$ cat config.mk
export PLATFORM = sky130hd
export DESIGN_NAME = fp_add_sequencer_flat
export DESIGN_NICKNAME = d
export VERILOG_FILES = /design/src/rtl/fp_add_sequencer_if.sv /design/src/rtl/fp_add_sequencer.sv /design/src/flat_wrapper.sv
export SDC_FILE = /design/constraint.sdc
export NUM_CORES = 1
export LEC_CHECK = 0
export CAP_MARGIN = 20
export CORE_MARGIN = 4
export CORE_UTILIZATION = 40
export DETAILED_ROUTE_END_ITERATION = 16
export SYNTH_ARGS = -nofsm -noshare
export SYNTH_HDL_FRONTEND = slang
export SYNTH_SLANG_ARGS = --single-unit
$ cat constraint.sdc
create_clock -name clk -period 4.61 [get_ports clk]
set_input_delay 0.922 -clock clk [delete_from_list [all_inputs] [get_ports clk]]
set_output_delay 0.922 -clock clk [all_outputs]
set_load 0.03 [all_outputs]
$ cat src/rtl/fp_add_sequencer_if.sv
// Operand/result handshake bundle for the multi-cycle binary32 adder.
interface fp_add_sequencer_if;
    logic        in_valid;
    logic        in_ready;
    logic [31:0] a;
    logic [31:0] b;
    logic        out_valid;
    logic        out_ready;
    logic [31:0] result;
    logic        busy;

    // Operand source / result sink side
    modport master (
        output in_valid, a, b, out_ready,
        input  in_ready, out_valid, result, busy
    );

    // Adder side
    modport slave (
        input  in_valid, a, b, out_ready,
        output in_ready, out_valid, result, busy
    );
endinterface

$ cat src/rtl/fp_add_sequencer.sv
// Multi-cycle binary32 adder controller: capture/unpack, iterative alignment,
// single-cycle add/subtract, iterative normalization, pack and hold.
// Denormals flush to zero; rounding is toward zero.
module fp_add_sequencer #(
    parameter int unsigned ALIGN_STEP = 1
) (
    input  logic                clk,
    input  logic                rst_n,
    fp_add_sequencer_if.slave   bus
);

    typedef enum logic [2:0] {
        S_IDLE,
        S_ALIGN,
        S_ADD,
        S_NORM,
        S_DONE
    } state_t;

    localparam logic [4:0] STEP = 5'(ALIGN_STEP);

    state_t             state, state_nx;
    logic               sign_x, sign_x_nx;
    logic               both_neg, both_neg_nx;
    logic               sub, sub_nx;
    logic [23:0]        mx, mx_nx;
    logic [23:0]        my, my_nx;
    logic [4:0]         d, d_nx;
    logic [24:0]        m, m_nx;
    logic signed [9:0]  ex, ex_nx;
    logic [31:0]        res, res_nx;

    // Unpack of the operands presented on the bus
    logic [7:0]  ea, eb;
    logic [22:0] fa, fb;
    logic [23:0] ma, mb;
    logic        a_is_x, a_nan, b_nan, a_inf, b_inf, special;
    logic [7:0]  exp_diff;
    logic [4:0]  d_init;

    // Datapath helpers
    logic [4:0]  shift_amt;
    logic [4:0]  d_rem;
    logic [24:0] sum;

    function automatic logic [31:0] pack(input logic s, input logic signed [9:0] e,
                                         input logic [24:0] mm);
        if (e >= 10'sd255)
            pack = {s, 8'hFF, 23'd0};
        else if (e <= 10'sd0)
            pack = {s, 31'd0};
        else
            pack = {s, e[7:0], mm[22:0]};
    endfunction

    // Operand classification, ordering and exponent difference
    always_comb begin
        ea       = bus.a[30:23];
        eb       = bus.b[30:23];
        fa       = bus.a[22:0];
        fb       = bus.b[22:0];
        ma       = (ea == 8'd0) ? '0 : {1'b1, fa};
        mb       = (eb == 8'd0) ? '0 : {1'b1, fb};
        a_is_x   = (ea > eb) || ((ea == eb) && (ma >= mb));
        a_nan    = (ea == 8'hFF) && (fa != '0);
        b_nan    = (eb == 8'hFF) && (fb != '0);
        a_inf    = (ea == 8'hFF) && (fa == '0);
        b_inf    = (eb == 8'hFF) && (fb == '0);
        special  = (ea == 8'hFF) || (eb == 8'hFF);
        exp_diff = a_is_x ? (ea - eb) : (eb - ea);
        d_init   = (exp_diff > 8'd25) ? 5'd25 : exp_diff[4:0];
    end

    // State and datapath registers
    always_ff @(posedge clk or negedge rst_n) begin
        if (!rst_n) begin
            state    <= S_IDLE;
            sign_x   <= 1'b0;
            both_neg <= 1'b0;
            sub      <= 1'b0;
            mx       <= '0;
            my       <= '0;
            d        <= '0;
            m        <= '0;
            ex       <= '0;
            res      <= '0;
        end else begin
            state    <= state_nx;
            sign_x   <= sign_x_nx;
            both_neg <= both_neg_nx;
            sub      <= sub_nx;
            mx       <= mx_nx;
            my       <= my_nx;
            d        <= d_nx;
            m        <= m_nx;
            ex       <= ex_nx;
            res      <= res_nx;
        end
    end

    // Next-state and datapath sequencing
    always_comb begin
        state_nx    = state;
        sign_x_nx   = sign_x;
        both_neg_nx = both_neg;
        sub_nx      = sub;
        mx_nx       = mx;
        my_nx       = my;
        d_nx        = d;
        m_nx        = m;
        ex_nx       = ex;
        res_nx      = res;
        shift_amt   = (d > STEP) ? STEP : d;
        d_rem       = d - shift_amt;
        sum         = sub ? ({1'b0, mx} - {1'b0, my}) : ({1'b0, mx} + {1'b0, my});

        case (state)
            S_IDLE: begin
                if (bus.in_valid) begin
                    if (special) begin
                        if (a_nan || b_nan || (a_inf && b_inf && (bus.a[31] != bus.b[31])))
                            res_nx = 32'h7FC0_0000;
                        else if (a_inf)
                            res_nx = bus.a;
                        else
                            res_nx = bus.b;
                        state_nx = S_DONE;
                    end else begin
                        sign_x_nx   = a_is_x ? bus.a[31] : bus.b[31];
                        both_neg_nx = bus.a[31] & bus.b[31];
                        sub_nx      = bus.a[31] ^ bus.b[31];
                        mx_nx       = a_is_x ? ma : mb;
                        my_nx       = a_is_x ? mb : ma;
                        ex_nx       = signed'({2'b00, (a_is_x ? ea : eb)});
                        d_nx        = d_init;
                        state_nx    = S_ALIGN;
                    end
                end
            end
            S_ALIGN: begin
                my_nx = my >> shift_amt;
                d_nx  = d_rem;
                if (d_rem == 5'd0)
                    state_nx = S_ADD;
            end
            S_ADD: begin
                if (sum == '0) begin
                    res_nx   = {both_neg, 31'd0};
                    state_nx = S_DONE;
                end else begin
                    m_nx     = sum;
                    state_nx = S_NORM;
                end
            end
            S_NORM: begin
                if (m[24]) begin
                    m_nx     = m >> 1;
                    ex_nx    = ex + 10'sd1;
                    res_nx   = pack(sign_x, ex + 10'sd1, m >> 1);
                    state_nx = S_DONE;
                end else if (m[23]) begin
                    res_nx   = pack(sign_x, ex, m);
                    state_nx = S_DONE;
                end else begin
                    m_nx  = m << 1;
                    ex_nx = ex - 10'sd1;
                end
            end
            S_DONE: begin
                if (bus.out_ready)
                    state_nx = S_IDLE;
            end
            default: state_nx = S_IDLE;
        endcase
    end

    // Handshake and status outputs
    always_comb begin
        bus.in_ready  = (state == S_IDLE);
        bus.out_valid = (state == S_DONE);
        bus.busy      = (state != S_IDLE);
        bus.result    = res;
    end

endmodule
$ cat src/flat_wrapper.sv
// flat-port wrapper written by rule: the top's interface ports become plain ports
module fp_add_sequencer_flat 
#(
    parameter int unsigned ALIGN_STEP = 1
)
  (clk, rst_n, bus_in_valid, bus_a, bus_b, bus_out_ready, bus_in_ready, bus_out_valid, bus_result, bus_busy);
  fp_add_sequencer_if bus_i ();
  input  logic clk;
  input  logic rst_n;
  input wire logic [$bits(bus_i.in_valid)-1:0] bus_in_valid;
  input wire logic [$bits(bus_i.a)-1:0] bus_a;
  input wire logic [$bits(bus_i.b)-1:0] bus_b;
  input wire logic [$bits(bus_i.out_ready)-1:0] bus_out_ready;
  output wire logic [$bits(bus_i.in_ready)-1:0] bus_in_ready;
  output wire logic [$bits(bus_i.out_valid)-1:0] bus_out_valid;
  output wire logic [$bits(bus_i.result)-1:0] bus_result;
  output wire logic [$bits(bus_i.busy)-1:0] bus_busy;
  assign bus_i.in_valid = bus_in_valid;
  assign bus_i.a = bus_a;
  assign bus_i.b = bus_b;
  assign bus_i.out_ready = bus_out_ready;
  assign bus_in_ready = bus_i.in_ready;
  assign bus_out_valid = bus_i.out_valid;
  assign bus_result = bus_i.result;
  assign bus_busy = bus_i.busy;
  fp_add_sequencer #(.ALIGN_STEP(ALIGN_STEP)) u_core (.clk(clk), .rst_n(rst_n), .bus(bus_i));
endmodule
---- After elaboration in Yosys (flattened, before gate mapping) ----
Cells that the tools add are included.
word-level totals
  register bits after elaboration ......... 126
  word-level logic and storage cells ...... 124
  input port bits ......................... 68
  output and inout port bits .............. 35
operators by class
  reductions and logical operators ........ 32
  bitwise gates (word level) .............. 3
  muxes and demuxes ....................... 45
  add/subtract/negate cells ............... 7
  equality and inequality tests ........... 17
  shift-type cells ........................ 1
  order comparisons ....................... 8
operators with widths
  cell                                                                                   count
  32-bit 2-to-1 mux                                                                      7
  24-bit 2-to-1 mux                                                                      7
  31-bit 2-to-1 mux                                                                      4
  32-bit one-hot mux with 3 select lines                                                 1
  25-bit 2-to-1 mux                                                                      3
  25-bit one-hot mux with 2 select lines                                                 1
  24-bit one-hot mux with 2 select lines                                                 1
  23-bit zero test                                                                       2
  23-bit nonzero test                                                                    2
  10-bit 2-to-1 mux                                                                      4
  24-bit by 24-bit adder with 25-bit output                                              1
  25-bit zero test                                                                       1
  24-bit by 24-bit subtractor with 25-bit output                                         1
  24-bit greater-or-equal comparator                                                     1
  24-bit by 5-bit right shift with 24-bit output                                         1
  3-bit 2-to-1 mux                                                                       7
  10-bit by 9-bit greater-or-equal comparator with 1-bit output (second input constant)  2
  10-bit by 1-bit less-or-equal comparator with 1-bit output (second input constant)     2
  5-bit 2-to-1 mux                                                                       4
  10-bit one-hot mux with 2 select lines                                                 1
  8-bit == test (second input constant)                                                  2
  8-bit zero test                                                                        2
  8-bit 2-to-1 mux                                                                       2
  8-bit subtractor                                                                       2
  31 further kinds                                                                       52

---- Logic depth before layout (Yosys ltp) ----
Gate-level depths: netlist of the first run.
  depth after elaboration ................. 11
  mapped depth ............................ 20
  gate-level depth less buffers ........... 18

---- Worst setup path after synthesis of the first run ----
No wires, ideal clock.
  path kind ............................... register -> register
  start point ............................. register u_core.my[2]
  end point ............................... register u_core.m[10]
  stages on the path, launching flop included .. 19
  setup time .............................. 0.125 ns
  arrival time ............................ 4.953 ns
  buffers on the path ..................... 2
  path slack .............................. -0.468 ns
  clock period less this slack ............ 5.078 ns
  data required time ...................... 4.485 ns
  cells stage by stage .................... dfrtp_1 > or3_1 > nor3_1 > nand2b_1 > nor3_1 > a31o_2 > xnor2_1 > ha_1 > clkbuf_1 > nand4_1 > or4_1 > o211ai_1 > o41ai_1 > xor2_1 > or4_4 > or3_4 > o211a_4 > buf_12 > mux2_4
on the way
  word-level cells in the longest chain between the ends .. 5
  elaborated cells on any way between the ends .. 8
  classes of those cells .................. add/sub: 2; eq/ne: 1; mux: 3; reduce/logical: 2
RTL lines
  item                                                                                                                line                     source
  from (decl)                                                                                                         fp_add_sequencer.sv:27   logic [23:0] my, my_nx;
  from (signal assigned)                                                                                              fp_add_sequencer.sv:93   my <= my_nx;
  24-bit by 24-bit adder with 25-bit output / 24-bit by 24-bit subtractor with 25-bit output (equally long branches)  fp_add_sequencer.sv:115  sum = sub ? ({1'b0, mx} - {1'b0, my}) : ({1'b0, mx} + {1'b0, my});
  25-bit 2-to-1 mux (*)                                                                                               fp_add_sequencer.sv:115
  25-bit zero test                                                                                                    fp_add_sequencer.sv:147  if (sum == '0) begin
  2-bit != test (no source line)                                                                                      n/a
  3-bit AND reduction (no source line)                                                                                n/a
  to (signal assigned)                                                                                                fp_add_sequencer.sv:95   m <= m_nx;
  to (decl)                                                                                                           fp_add_sequencer.sv:29   logic [24:0] m, m_nx;
Mark *: on every way between the ends. The rest lies on a longest branch, timed or not. The select of a mux whose other input is x is not followed.
A chain may end at the register's enable or synchronous reset.

---- Worst setup path after layout of the first run ----
  start point ............................. register u_core.my[4]
  end point ............................... register u_core.res[28] (netlist: u_core.bus.result[28])
on the way
  word-level cells in the longest chain between the ends .. 5
  elaborated cells on any way between the ends .. 6
  classes of those cells .................. add/sub: 2; eq/ne: 1; mux: 1; reduce/logical: 2
RTL lines
  item                                                                                                                line                     source
  24-bit by 24-bit adder with 25-bit output / 24-bit by 24-bit subtractor with 25-bit output (equally long branches)  fp_add_sequencer.sv:115
  25-bit 2-to-1 mux (*)                                                                                               fp_add_sequencer.sv:115
  25-bit zero test (*)                                                                                                fp_add_sequencer.sv:147
  2-bit by 1-bit != test with 1-bit output (no source line) (*)                                                       n/a
  5-bit AND reduction (no source line) (*)                                                                            n/a
  to (signal assigned)                                                                                                fp_add_sequencer.sv:97   res <= res_nx;
  to (decl)                                                                                                           fp_add_sequencer.sv:31   logic [31:0] res, res_nx;
Mark *: on every way between the ends. The rest lies on a longest branch, timed or not.

==> results.sh, run 1 <==
export IMPL_outcome="finished with violations"
export IMPL_failed_checks="negative setup slack"
export IMPL_ir_drop_v=0.000374
export IMPL_antenna_found_initial=0
export IMPL_pwr_share_clk=0.111
export IMPL_dpl_hpwl_um=28700
export IMPL_ctsHoldBuffers=0
export IMPL_swShare=0.450
export IMPL_fmax_ghz=0.205
export IMPL_die_w_um=173
export IMPL_start_kind="register"
export IMPL_synth_xor_area_share=0.0475
export IMPL_fin_ws_ps=-262
export IMPL_final_cell_mix="buf_4, nand2_1, nor2_1"
export IMPL_synth_cells=1372
export IMPL_synth_seq_area_share=0.290
export IMPL_area_growth_pct=36.3
export IMPL_portBuffers=102
export IMPL_synthMuxAreaShare=0.0724
export IMPL_max_stage_delay_ps=510
export IMPL_yosysTopAreaCell="dfrtp_1"
export IMPL_period_share=1.06
export IMPL_crit_required_ps=4920
export IMPL_path_clk_slew_ps=60
export IMPL_num_vias=11400
export IMPL_yosys_warnings=0
export IMPL_rows=60
export IMPL_cp_max_fo=6
export IMPL_gp_congestion=0.943
export IMPL_htree_levels=4
export IMPL_intPower_uw=6900
export IMPL_utilization=0.552
export IMPL_cp_top_family="simple AND/OR/NAND/NOR gates"
export IMPL_start_util=0.405
export IMPL_setup_viol=59
export IMPL_grt_pass1_vias=10600
export IMPL_cp_slowest_cell="or4_1"
export IMPL_cts_root_buf="clkbuf_16"
export IMPL_switchingPower_uw=5650
export IMPL_worstPathArrival_ps=5180
export IMPL_grt_pass1_wl_um=58300
export IMPL_wl_per_cell_um=18.8
export IMPL_synth_simple_area_share=0.201
export IMPL_synth_compound_area_frac=0.243
export IMPL_cts_buffer_depth=2
export IMPL_drive_above_1_share=0.220
export IMPL_regArea_um2=3150
export IMPL_synth_top_family_by_area="compound AO/OA/AOI/OAI gates"
export IMPL_combPwrFrac=0.709
export IMPL_finalSetupTns_ps=-11580
export IMPL_drtPass1Iterations=12
export IMPL_synth_fa_ha_area_frac=0.0860
export IMPL_io_pins=103
export IMPL_finalMaxSlewViolations=0
export IMPL_clock_sinks=126
export IMPL_async_flop_share=1.00
export IMPL_drc=0
export IMPL_clock_skew_ps=9.43
export IMPL_multiInputGateArea_um2=7440
export IMPL_viasPerCell=5.71
export IMPL_syn_num_nets=1513
export IMPL_cts_tree="done"
export IMPL_postLayoutCellArea_um2=14800
export IMPL_worst_slew_pin_slew_ps=869
export IMPL_synthTopCellsByArea="dfrtp_1, ha_1, a21oi_1"
export IMPL_numCtsBuffers=17
export IMPL_drt_total_wl_um=37400
export IMPL_dieArea_um2=29900
export IMPL_ant_nets=0
export IMPL_grt_start_max_net_pins=67
export IMPL_end_kind="register"
export IMPL_drtIter0Drc=1271
export IMPL_min_period_ps=4870
export IMPL_rsz0062_at_grt="true"
export IMPL_power_uw=12500
export IMPL_die_y_um=173
export IMPL_placed_area_um2=13700
export IMPL_grtUsageTotal=0.240
export IMPL_cp_num_buf_inv=4
export IMPL_synthDominantCellAreaShare=0.290
export IMPL_synth_cell_types=69
export IMPL_final_common_cell="buf_4"
export IMPL_cap_violations=0
export IMPL_seq_power_share=0.180
export IMPL_synth_area_um2=10900
export IMPL_power_leakage_uw=0.00669
export IMPL_syn_area_per_cell_um2=7.93
export IMPL_synth_edf_count=0
export IMPL_worstHoldPathType="reg2reg"
export IMPL_overflow=0
export IMPL_diodes=0
export IMPL_nets=1783
export IMPL_ys_seq_elements=126
export IMPL_fillers=2506
export IMPL_clock_latency_ps=420
export IMPL_relSlewSlack=0.416
export IMPL_critPathKind="reg2reg"
export IMPL_worstPathCellList="or3_4, nor3_4, nand2b_4, nor3_4, buf_6, a31o_4, xnor2_1, ha_1, nand4_1, or4_1, o211ai_1, buf_4, o41ai_2, xor2_1, or4_4, nor4b_4, o31a_2, buf_12, buf_12, mux2_4"
export IMPL_power_density_nw_per_um2=846
export IMPL_ys_dominant_reg_cell="dfrtp_1"
export IMPL_hold_viol_final=0
export IMPL_core_um2=26900
-- state kept, by name, indices dropped and copies added (netlist names) --
| register | count |
|---|---|
| u_core.bus.result | 32 |
| u_core.m | 25 |
| u_core.mx | 24 |
| u_core.my | 24 |
| u_core.ex | 10 |
| u_core.d | 5 |
| u_core.state | 3 |
| u_core.both_neg | 1 |
| u_core.sign_x | 1 |
| u_core.sub | 1 |
-- logic make-up (layout without fill, tap and decap cells) --
kind of cell             after synthesis  after routing
AND/OR/NAND/NOR                      468            468
AO/OA/AOI/OAI                        417            420
buffers and inverters                162            440
flip-flops                           126            126
adder cells (fa/ha/maj)               73             73
multiplexers                          67             67
XOR/XNOR                              59             59
-- worst paths after layout --
check / slack, ps / to / startpoint / cells after the start
setup / recovery: -260 / u_core.bus.result[28] / u_core.my[4] / 20
min in group asynchronous: 570 / u_core.bus.result[15] / rst_n / 1
setup reg to reg: -260 / u_core.bus.result[28] / u_core.my[4] / 20
hold reg to reg: 470 / u_core.both_neg / u_core.both_neg / 2
hold / removal: 470 / u_core.both_neg / u_core.both_neg / 2
max in group asynchronous: 3190 / u_core.bus.result[29] / rst_n / 2
-- layout make-up --
cell class | instances | share of cell area
inverter | 74 | 0.0187
multi-input combinational | 1087 | 0.502
clock buffer | 23 | 0.0329
sequential | 126 | 0.213
clock inverter | 7 | 0.00742
timing repair buffer | 336 | 0.198
tap | 341 | 0.0288
-- what timing repair did --
action,in CTS,in global routing
endpoints found under the hold margin,0,0
setup endpoints to repair,62,73
pin swaps,16,15
cloned,4,1
buffers inserted,12,7
resized for setup,38,36
-- power by group through the flow --
| stage | Combinational, µW | Sequential, µW | Clock, µW |
|---|---|---|---|
| CTS | 8740 | 2240 | 1400 |
| floorplan | 5020 | 2330 | 0 |
| global route | 9710 | 2340 | 1450 |
| finish | 8900 | 2260 | 1390 |
| global placement | 8270 | 2220 | 0 |
| detailed placement | 8370 | 2240 | 0 |
-- routing by layer --
layer | global-route usage | share of wire
met1 | 0.357 | 0.48
met3 | 0.0402 | 0.071
met2 | 0.359 | 0.43
met5 | 0 | 0
met4 | 0.0692 | 0.019
-- Yosys cell counts (all sizes together), types with 6 or more instances --
cell / instances
a211oi: 6
a21o: 18
a21oi: 136
a221oi: 20
a222oi: 23
a31oi: 13
and2: 31
buf: 16
clkbuf: 72
dfrtp: 126
ha: 70
inv: 73
mux2: 37
mux2i: 30
nand2: 159
nand2b: 10
nand3: 18
nand4: 18
nor2: 131
nor2b: 11
nor3: 30
nor4: 26
o211ai: 8
o21ai: 100
o21bai: 6
o22ai: 36
o31ai: 10
or2: 9
or3: 6
or4: 6
xnor2: 41
xor2: 18
-- worst reg2reg max path: stages (launching register included) --
cell and delay [ps]:
dfrtp_1 370, or3_4 420, nor3_4 180, nand2b_4 100, nor3_4 180, buf_6 140, a31o_4 160, xnor2_1 60
ha_1 360, nand4_1 140, or4_1 510, o211ai_1 190, buf_4 160, o41ai_2 60, xor2_1 180, or4_4 460
nor4b_4 280, o31a_2 250, buf_12 150, buf_12 110, mux2_4 280
-- through the flow --
stage	hold slack (ps)	instances	setup slack (ps)
floorplan	445	1372	-157
global placement	459	1942	-449
detailed placement	462	1942	-533
CTS	475	1987	-244
global route	518	1994	-407
finish	473	1994	-262
Note: power is estimated with default switching activity, not from simulation.
==> run 2, diff against run 1 <==
Settings changed: GPL_ROUTABILITY_DRIVEN set to 0, TNS_END_PERCENT set to 5.
Clock period 4.61 ns to 6.15 ns, I/O delays scaled along.
==> run 2 against run 1 <==
The run now ends clean. Total power decreased by 37%. Final area decreased by 14%. Critical path depth decreased by 1. Maximum frequency decreased by 13%. Via count decreased by 6.6%. Die area unchanged. Sequential power decreased by 22%. Register-to-register slack improved by 810 ps. Global-route usage decreased by 1.3 points. Largest cell class unchanged. Combinational power decreased by 43%. Worst hold slack improved by 1.4 ps.
==> results.sh, run 2 (synthesized netlist as in run 1, its figures left out) <==
export IMPL_outcome="completed"
export IMPL_swShare=0.489
export IMPL_dpl_hpwl_um=26600
export IMPL_critPathKind="reg2reg"
export IMPL_end_kind="register"
export IMPL_cp_num_buf_inv=2
export IMPL_cap_violations=0
export IMPL_drtPass1Iterations=7
export IMPL_worstHoldPathType="reg2reg"
export IMPL_drt_total_wl_um=34900
export IMPL_cts_buffer_depth=2
export IMPL_nets=1568
export IMPL_postCtsSetupBuffers=0
export IMPL_largest_reg_flops=32
export IMPL_intPower_uw=4040
export IMPL_worstPathArrival_ps=5900
export IMPL_cp_max_fo=26
export IMPL_viasPerCell=5.98
export IMPL_antenna_found_initial=0
export IMPL_ant_nets=0
export IMPL_clock_skew_ps=9.98
export IMPL_seq_power_share=0.223
export IMPL_wl_per_cell_um=19.6
export IMPL_htree_levels=4
export IMPL_power_density_nw_per_um2=617
export IMPL_rsz0062_at_grt="false"
export IMPL_placed_area_um2=12200
export IMPL_die_w_um=173
export IMPL_min_period_ps=5600
export IMPL_postLayoutCellArea_um2=12800
export IMPL_final_cell_mix="nand2_1, a21oi_1, nor2_1"
export IMPL_grt_pass1_vias=9681
export IMPL_hold_viol_final=0
export IMPL_finalMaxSlewViolations=0
export IMPL_diodes=0
export IMPL_pwr_share_clk=0.136
export IMPL_start_util=0.405
export IMPL_cts_root_buf="clkbuf_16"
export IMPL_ctsResizeCount=0
export IMPL_grt_pass1_wl_um=55100
export IMPL_path_clk_slew_ps=60
export IMPL_num_vias=10600
export IMPL_portBuffers=102
export IMPL_worst_slew_pin_slew_ps=1050
export IMPL_drive_above_1_share=0.0799
export IMPL_ir_drop_v=0.000284
export IMPL_setup_viol=0
export IMPL_start_kind="register"
export IMPL_rows=60
export IMPL_period_share=0.910
export IMPL_grtUsageTotal=0.227
export IMPL_cp_slowest_cell="or4_4"
export IMPL_clock_latency_ps=420
export IMPL_whs_ps=475
export IMPL_final_common_cell="nand2_1"
export IMPL_cts_tree="done"
export IMPL_fmax_ghz=0.179
export IMPL_io_pins=103
export IMPL_finalSetupTns_ps=0
export IMPL_dieArea_um2=29900
export IMPL_area_growth_pct=17.6
export IMPL_combPwrFrac=0.640
export IMPL_drc=0
export IMPL_drtIter0Drc=1096
export IMPL_relSlewSlack=0.297
export IMPL_ctsHoldBuffers=0
export IMPL_placed_cells=1748
export IMPL_power_leakage_uw=0.00546
export IMPL_clock_sinks=126
export IMPL_crit_required_ps=6450
export IMPL_worstPathCellList="or3_1, nor3_1, nand2b_1, nor3_1, buf_4, a31oi_1, xnor2_1, ha_1, a21oi_1, o21ai_0, a21oi_1, o211ai_1, o41ai_1, xor2_1, or4_4, nor4b_1, o31a_2, buf_12, mux2_2"
export IMPL_die_y_um=173
export IMPL_core_um2=26900
export IMPL_cp_top_family="simple AND/OR/NAND/NOR gates"
export IMPL_max_stage_delay_ps=540
export IMPL_final_cells=1780
export IMPL_grt_start_max_net_pins=80
export IMPL_numCtsBuffers=17
export IMPL_switchingPower_uw=3870
export IMPL_overflow=0
==> run 2: tightest hold or removal path, cell delays in order (launching register included) <==
cell,delay [ps]
dfrtp_1,340
nand2_1,50
nand2_1,50
==> run 2: layout make-up <==
class / count / area (µm²)
clock buffer: 19 / 453
sequential: 126 / 3150
timing repair buffer: 124 / 1230
clock inverter: 12 / 168
tap: 341 / 427
multi-input combinational: 1084 / 7090
fill: 2667 / 14100
inverter: 74 / 278
==> run 2: metal layers <==
metal,share of wire,vias up,track usage
met1,0.48,5039,0.347
met2,0.42,453,0.330
li1,-,5101,-
met4,0.021,0,0.0648
met3,0.080,46,0.0350
met5,0,-,0
==> run 2: worst paths after layout <==
path,from,endpoint,slack [ps],cells past startpoint
hold reg to reg,u_core.both_neg,u_core.both_neg,470,2
min in group asynchronous,rst_n,u_core.bus.result[15],770,1
max in group asynchronous,rst_n,u_core.d[2],4330,2
hold / removal,u_core.both_neg,u_core.both_neg,470,2
setup reg to reg,u_core.my[2],u_core.bus.result[22],550,19
setup / recovery,u_core.my[2],u_core.bus.result[22],550,19
==> run 2: power by group through the flow <==
stage	Clock, µW	Combinational [µW]	Sequential (µW)
floorplan	0	3650	1740
global placement	0	4930	1760
detailed placement	0	4980	1760
CTS	1090	5010	1750
global route	1130	5580	1830
finish	1080	5060	1770
==> run 2: metrics by stage <==
stage                util  power [µW]  setup WS (ps)
floorplan               -        5390           1070
global placement    0.452        6680            627
detailed placement  0.452        6740            579
CTS                 0.475        7850            555
global route        0.476        8540            103
finish              0.476        7900            551
